### config.mk
export PLATFORM = sky130hd
export DESIGN_NAME = clk_div_prog_flat
export DESIGN_NICKNAME = d
export VERILOG_FILES = /design/src/rtl/clk_div_prog_if.sv /design/src/rtl/clk_div_prog.sv /design/src/flat_wrapper.sv
export SDC_FILE = /design/constraint.sdc
export NUM_CORES = 1
export LEC_CHECK = 0
export BUFFER_PORTS_ARGS = -buffer_cell sky130_fd_sc_hd__buf_4
export CAP_MARGIN = 20
export CORE_MARGIN = 3
export CORE_UTILIZATION = 64
export CTS_CLUSTER_SIZE = 25
export DETAILED_ROUTE_END_ITERATION = 8
export GPL_ROUTABILITY_DRIVEN = 1
export PLACE_DENSITY = 0.86
export SLEW_MARGIN = 20
export SYNTH_ARGS = -nofsm -noshare
export SYNTH_HDL_FRONTEND = slang
export SYNTH_SLANG_ARGS = --single-unit
export TNS_END_PERCENT = 5
### constraint.sdc
create_clock -name clk_i -period 6.15 [get_ports clk_i]
set_input_delay 0.615 -clock clk_i [delete_from_list [all_inputs] [get_ports clk_i]]
set_output_delay 0.615 -clock clk_i [all_outputs]
set_load 0.02 [all_outputs]
### src/rtl/clk_div_prog_if.sv
// Control/status bundle for clk_div_prog. rst_o exists only when
// CLK_DIV_PROG_RST_OUT_EN is defined.
interface clk_div_prog_if #(
    parameter int DIV_W = 16
);
    logic             en_i;
    logic [DIV_W-1:0] div_i;
    logic             div_load_i;
    logic             clk_o;
    logic             tick_o;
    logic [DIV_W-1:0] div_o;
    logic             busy_o;
`ifdef CLK_DIV_PROG_RST_OUT_EN
    logic             rst_o;
`endif

    modport slave (
        input  en_i, div_i, div_load_i,
`ifdef CLK_DIV_PROG_RST_OUT_EN
        output rst_o,
`endif
        output clk_o, tick_o, div_o, busy_o
    );

    modport master (
        output en_i, div_i, div_load_i,
`ifdef CLK_DIV_PROG_RST_OUT_EN
        input  rst_o,
`endif
        input  clk_o, tick_o, div_o, busy_o
    );
endinterface

### src/rtl/clk_div_prog.sv
// Run-time programmable clock divider; divisor reloads apply only at a period wrap.
// Define CLK_DIV_PROG_RST_OUT_EN to add a divided-domain reset output (rst_o).
module clk_div_prog #(
    parameter int DIV_W   = 16,
    parameter int DIV_RST = 2,
    parameter int RST_CYC = 4
) (
    input  logic           clk_i,
    input  logic           reset,
    clk_div_prog_if.slave  bus
);
    localparam logic [DIV_W-1:0] DIV_RST_V = DIV_W'(DIV_RST);
    localparam logic [DIV_W-1:0] ONE       = DIV_W'(1);
    localparam logic [DIV_W-1:0] TWO       = DIV_W'(2);

    logic [DIV_W-1:0] cnt_q, cnt_d;
    logic [DIV_W-1:0] div_act_q, div_act_d;
    logic [DIV_W-1:0] div_pend_q, div_pend_d;
    logic             pend_q, pend_d;
    logic             clk_q, clk_d;
    logic             tick_q, tick_d;
    logic [DIV_W:0]   half;
    logic [DIV_W-1:0] cnt_n;
    logic             last;

    always_comb begin
        // Extra bit keeps (D+1)>>1 exact for D = 2^DIV_W-1
        half       = ({1'b0, div_act_q} + {{DIV_W{1'b0}}, 1'b1}) >> 1;
        last       = (cnt_q == div_act_q - ONE);
        cnt_n      = last ? '0 : cnt_q + ONE;
        cnt_d      = cnt_q;
        clk_d      = clk_q;
        tick_d     = 1'b0;
        div_act_d  = div_act_q;
        div_pend_d = div_pend_q;
        pend_d     = pend_q;
        if (bus.en_i) begin
            cnt_d  = cnt_n;
            clk_d  = ({1'b0, cnt_n} < half);
            tick_d = (cnt_n == '0);
            if (last && pend_q) begin
                div_act_d = div_pend_q;
                pend_d    = 1'b0;
            end
        end
        // A load on the wrap edge re-arms pend for the following wrap
        if (bus.div_load_i) begin
            div_pend_d = (bus.div_i < TWO) ? TWO : bus.div_i;
            pend_d     = 1'b1;
        end
    end

    always_ff @(posedge clk_i or posedge reset) begin
        if (reset) begin
            cnt_q      <= DIV_RST_V - ONE;
            div_act_q  <= DIV_RST_V;
            div_pend_q <= DIV_RST_V;
            pend_q     <= 1'b0;
            clk_q      <= 1'b0;
            tick_q     <= 1'b0;
        end else begin
            cnt_q      <= cnt_d;
            div_act_q  <= div_act_d;
            div_pend_q <= div_pend_d;
            pend_q     <= pend_d;
            clk_q      <= clk_d;
            tick_q     <= tick_d;
        end
    end

    assign bus.clk_o  = clk_q;
    assign bus.tick_o = tick_q;
    assign bus.div_o  = div_act_q;
    assign bus.busy_o = pend_q;

`ifdef CLK_DIV_PROG_RST_OUT_EN
    localparam int TC_W = (RST_CYC < 1) ? 1 : $clog2(RST_CYC + 1);
    localparam logic [TC_W-1:0] TC_MAX = TC_W'(RST_CYC);

    logic [TC_W-1:0] tcnt_q, tcnt_d;
    logic            rst_q, rst_d;

    always_comb begin
        tcnt_d = tcnt_q;
        rst_d  = rst_q;
        if (rst_q && tick_d && (tcnt_q != TC_MAX))
            tcnt_d = tcnt_q + TC_W'(1);
        // Release on a clk_o fall so posedge-clk_o logic sees a clean edge
        if (rst_q && (tcnt_q == TC_MAX) && clk_q && !clk_d)
            rst_d = 1'b0;
    end

    always_ff @(posedge clk_i or posedge reset) begin
        if (reset) begin
            tcnt_q <= '0;
            rst_q  <= 1'b1;
        end else begin
            tcnt_q <= tcnt_d;
            rst_q  <= rst_d;
        end
    end

    assign bus.rst_o = rst_q;
`endif
endmodule
### src/flat_wrapper.sv
// flat-port wrapper written by rule: the top's interface ports become plain ports
module clk_div_prog_flat 
#(
    parameter int DIV_W   = 16,
    parameter int DIV_RST = 2,
    parameter int RST_CYC = 4
)
  (clk_i, reset, bus_en_i, bus_div_i, bus_div_load_i, bus_clk_o, bus_tick_o, bus_div_o, bus_busy_o);
  clk_div_prog_if #(.DIV_W(DIV_W)) bus_i ();
  input  logic clk_i;
  input  logic reset;
  input wire logic [$bits(bus_i.en_i)-1:0] bus_en_i;
  input wire logic [$bits(bus_i.div_i)-1:0] bus_div_i;
  input wire logic [$bits(bus_i.div_load_i)-1:0] bus_div_load_i;
  output wire logic [$bits(bus_i.clk_o)-1:0] bus_clk_o;
  output wire logic [$bits(bus_i.tick_o)-1:0] bus_tick_o;
  output wire logic [$bits(bus_i.div_o)-1:0] bus_div_o;
  output wire logic [$bits(bus_i.busy_o)-1:0] bus_busy_o;
  assign bus_i.en_i = bus_en_i;
  assign bus_i.div_i = bus_div_i;
  assign bus_i.div_load_i = bus_div_load_i;
  assign bus_clk_o = bus_i.clk_o;
  assign bus_tick_o = bus_i.tick_o;
  assign bus_div_o = bus_i.div_o;
  assign bus_busy_o = bus_i.busy_o;
  clk_div_prog #(.DIV_W(DIV_W), .DIV_RST(DIV_RST), .RST_CYC(RST_CYC)) u_core (.clk_i(clk_i), .reset(reset), .bus(bus_i));
endmodule
**Word-level counts from Yosys, hierarchy flattened**

Index checks and enable logic that the tools add are counted.

- Flip-flop bits (word level): 51
- Word-level logic and storage cells: 24
- Bits of input ports: 20
- Output and inout bits: 19

- Equality and inequality tests: 1
- Muxes and demuxes: 6
- Magnitude comparators: 2
- Add/subtract/negate cells: 3
- Reductions and logical operators: 6

Operators by type and width:

| operator | count |
|---|---|
| $mux 16 | 2 |
| $add 16x1->17 const B | 1 |
| $add 16x1->16 const B | 1 |
| $eq 16x16->1 | 1 |
| $logic_not 16->1 | 1 |
| $lt 16x16->1 | 1 |
| $lt 16x2->1 const B | 1 |
| $sub 16x1->16 const B | 1 |
| $mux 1 | 4 |
| $reduce_and 2->1 | 2 |
| $reduce_bool 2->1 | 2 |
| $logic_and 1x1->1 | 1 |

**Longest topological paths before layout**

- Depth after elaboration: 6
- Gate-level depth with buffers: 18
- Gate-level depth less buffers: 16

**Worst setup path before layout**

No wires, ideal clock.

- Path type: register -> register
- From: reg u_core.div_act_q[1], in the netlist u_core.bus.div_o[1]
- To: reg u_core.clk_q, in the netlist u_core.bus.clk_o
- Stages on the path, launching flop included: 16
- Arrival: 4107 ps
- Library setup time: 72 ps
- Buffers on the path: 2
- Path slack: 1971 ps
- Period minus slack after synthesis: 4179 ps
- Data required time: 6078 ps
- Cells stage by stage: dfstp_2 > inv_1 > ha_1 > xnor2_1 > a211oi_1 > nand4b_1 > or4_4 > nor4_4 > buf_2 > buf_2 > nor2_1 > ha_1 > or4b_2 > a221oi_1 > o21ai_0 > nor2_1

- Word-level cells in the longest chain between the ends: 4
- Elaborated cells between the ends (all ways): 5
- Those cells by class: add/sub: 2; order compare: 1; eq/ne: 1; mux: 1

Ends and longest elaborated chain:

| element | RTL line | source |
|---|---|---|
| start: declaration | clk_div_prog.sv:17 | `logic [DIV_W-1:0] div_act_q, div_act_d;` |
| start signal: assignment | clk_div_prog.sv:63 | `div_act_q <= div_act_d;` |
| $sub 16x1->16 | clk_div_prog.sv:29 | `last = (cnt_q == div_act_q - ONE);` |
| $eq 16x16->1 | clk_div_prog.sv:29 |  |
| $mux 16 | clk_div_prog.sv:30 | `cnt_n = last ? '0 : cnt_q + ONE;` |
| via u_core.cnt_n[2] | clk_div_prog.sv:23 | `logic [DIV_W-1:0] cnt_n;` |
| $lt 16x16->1 | clk_div_prog.sv:39 | `clk_d = ({1'b0, cnt_n} < half);` |
| end signal: assignment | clk_div_prog.sv:66 | `clk_q <= clk_d;` |
| end: declaration | clk_div_prog.sv:20 | `logic clk_q, clk_d;` |

The timed path passes the listed nets, and every way through them passes these cells.
A chain may end at the register's enable or synchronous reset.

**Worst setup path in the final report**

- From: reg u_core.div_act_q[0], in the netlist u_core.bus.div_o[0]
- To: reg u_core.clk_q, in the netlist u_core.bus.clk_o

The elaborated chain is that of the path after synthesis.

==> impl_metrics.csv <==
group,metric,value,unit
run_status,outcome,"complete, no violations",
floorplan,die_h,82.4,um
route,dr_wl_met3,580,um
timing,hold_viol,0,
setup_path,criticalPathCategory,"flip-flop to flip-flop",
synth,synth_area_leader_cell,"dfrtp_1",
setup_path,r2r_cells,14,
route,drt_iter0_drc,212,
synth,yosys_warnings,0,
route,routed_wl,8340,um
setup_path,cpPeakStageDelay,670,ps
setup_path,endpoint_kind,"flip-flop",
synth,synth-adder-area-share,6.04,%
setup_path,cp_num_buf_inv,2,
setup_path,cp_slowest_cell,"or4b_2",
synth,async_flop_share,100,%
cts,cts_root_buffer,"clkbuf_8",
timing,tightest_slew,864,ps
synth,ys_seq_area_share,34.3,%
setup_path,cp_cell_sequence,"inv_1 > ha_1 > nor2b_1 > a21oi_1 > nand4b_1 > or4_4 > nor4_4 > buf_4 > nor2b_1 > ha_1 > or4b_2 > a221oi_1 > o21ai_0 > nor2_1",
setup_path,crit_path_start_kind,"flip-flop",
global_route,antenna_found_initial,0,
synth,synthMuxAreaShare,11.6,%
final_layout,diodes,0,
timing,period_share,67.9,%
route,top_layer,"met4",
timing,setup_tns,0,ps
power_and_ir_drop,vdd_drop_max,0.247,mV
cts,cts_resized,0,
timing,rsz0062_at_grt,"false",
job,drv_cap,0,
floorplan,ioPinCount,39,
synth,synth-xor-area-share,11.3,%
synth,synthTopCellsByCount,"48 x dfrtp_1, 38 x nor2_1, 28 x xnor2_1, 26 x clkbuf_1",
power_and_ir_drop,p_per_area,351,nW/um2
cts,post-cts-setup-buffers,0,
floorplan,core.rowCount,27,
placed_design,gp_congestion,0.889,
setup_path,cp-startpoint,"u_core.bus.div_o[0]$_DFFE_PP0P_",
power_and_ir_drop,power_leakage,0.00181,uW
cts,cts_tree,"built",
route,drtAntennaViolNets,0,
synth,synth_flop_cell,"dfrtp_1",
cts,clock_sinks,51,
global_route,grt_pass1_vias,2881,
cts,cts_buffer_depth,2,
synth,yosysTopAreaCellShare,32.2,%
synth,ys_types,55,
timing,hold_slack,456,ps
timing,setup_viol,0,
synth,yosys_register_bits,51,
synth,synth_edf_count,0,
final_layout,syn2layout_area_growth,9.29,%
route,routed-wl-met2,4010,um
timing,min_period,4170,ps
route,wl_met1,3620,um
final_layout,final_design_area_no_fill,4080,um2
timing,drv_slew,0,
global_route,grt_max_degree,52,
floorplan,die_area,6780,um2
floorplan,start_util,66.9,%
timing,clock_skew,9.91,ps
route,via_per_inst,6.24,
final_layout,final_layout_size_suffix_gt1_share,21.2,%
synth,synth_top_family_by_area,"simple AND/OR/NAND/NOR gates",
route,first_pass_iters,4,
setup_path,crit_family,"simple AND/OR/NAND/NOR gates",
route,drc_errors,0,
synth,synth_cells,405,
route,via_count,3046,
hold_path,min_path_type,"input port to async pin",
synth,syn_nets,443,
cts,htreeDepth,2,
global_route,grt_pass1_wl,14000,um
synth,yosysMostFrequentCell,"dfrtp_1",
cts,cts_buffers,5,
synth,yosys-top-cells-area,"dfrtp_1 32%, mux2_2 6.6%, xnor2_1 6.6%, ha_1 6.0%, xor2_1 4.7%",
setup_path,crit_fanout,27,
timing,maxSlewHeadroom,42.4,%
final_layout,fin_nets,453,
synth,synthSimpleGateAreaFrac,21.4,%
setup_path,worst-endpoint-required,6390,ps
setup_path,worst_ep_arrival_time,4410,ps
placed_design,place.port_buffers,38,
global_route,overflow,0,
synth,synth_compound_gate_area_share,10.6,%
global_route,globalRouteTotalUtil,27.0,%
cts,cts.clk_slew.worst_paths,100,ps
placed_design,dpl_cell_area,3970,um2
setup_path,cp.depth,14,
timing,fmax,240,MHz
setup_path,worstReg2RegStart,"u_core.bus.div_o[0]$_DFFE_PP0P_",
synth,synth_area,3730,um2
cts,hold_buffers,0,
cts,clock_latency,310,ps
floorplan,die_w,82.4,um
route,wire_per_inst,17.1,um
synth,syn_area_per_cell,9.21,um2
floorplan,coreArea,5570,um2
placed_design,hpwl,6240,um
## layout by cell type (no fill, tap or decap), types with 10 or more instances in the layout
| master | synthesis | routed |
|---|---|---|
| dfrtp_1 | 48 | 48 |
| buf_4 | 0 | 39 |
| nor2_1 | 38 | 38 |
| xnor2_1 | 28 | 28 |
| nand2_1 | 22 | 22 |
| mux2_2 | 22 | 22 |
| xor2_1 | 20 | 20 |
| nand3_1 | 19 | 19 |
| o21ai_0 | 19 | 19 |
| ha_1 | 18 | 18 |
| nor3_1 | 13 | 13 |
| nand4_1 | 11 | 11 |
| and3_1 | 10 | 10 |
## power by group
group	switching, uW	internal, uW
sequential	140	400
clock	116	122
combinational	328	323
## flip-flops by register name (all words and copies together) (netlist names)
| name | cells |
|---|---|
| u_core.bus.div_o | 16 |
| u_core.bus.busy_o | 1 |
| u_core.bus.tick_o | 1 |
| u_core.cnt_q | 16 |
| u_core.div_pend_q | 16 |
| u_core.bus.clk_o | 1 |
## path summary, 6_finish.rpt
check                                                   end  slack [ps]
setup / recovery               u_core.bus.clk_o$_DFFE_PP0P_        1980
hold reg to reg             u_core.bus.div_o[6]$_DFFE_PP0P_         510
setup reg to reg               u_core.bus.clk_o$_DFFE_PP0P_        1980
max in group asynchronous      u_core.bus.clk_o$_DFFE_PP0P_        5180
min in group clk_i          u_core.bus.div_o[6]$_DFFE_PP0P_         510
hold / removal             u_core.bus.div_o[12]$_DFFE_PP0P_         460
## stage by stage
step / util (%) / std cells / power [uW] / setup slack [ps]
after global placement: 71.2 / 480 / 1160 / 2190
final: 73.2 / 488 / 1430 / 1980
after floorplan: - / 405 / 1020 / 1970
after detailed placement: 71.2 / 480 / 1190 / 2030
after CTS: 73.1 / 488 / 1430 / 2000
after global routing: 73.2 / 488 / 1540 / 1660
## final cells by class
| cell class | count | area, um2 |
|---|---|---|
| fill | 435 | 1500 |
| multi-input combinational | 310 | 2270 |
| clock inverter | 2 | 37.5 |
| tap | 72 | 90.1 |
| timing repair buffer | 39 | 293 |
| inverter | 8 | 31.3 |
| sequential | 51 | 1280 |
| clock buffer | 6 | 72.6 |
## kinds of logic after synthesis
family | count (synthesis)
mux | 36
xor+xnor | 48
flops | 51
compound gates | 60
fa+ha+maj | 18
simple gates | 148
buf+inv | 44
## routing by layer
metal | track usage, % | vias to the layer above
li1 | - | 1452
met1 | 36.6 | 1472
met2 | 44.0 | 107
met5 | 0 | -
met4 | 7.81 | 0
met3 | 4.88 | 15
No activity file was read; power rests on OpenSTA's default activity.
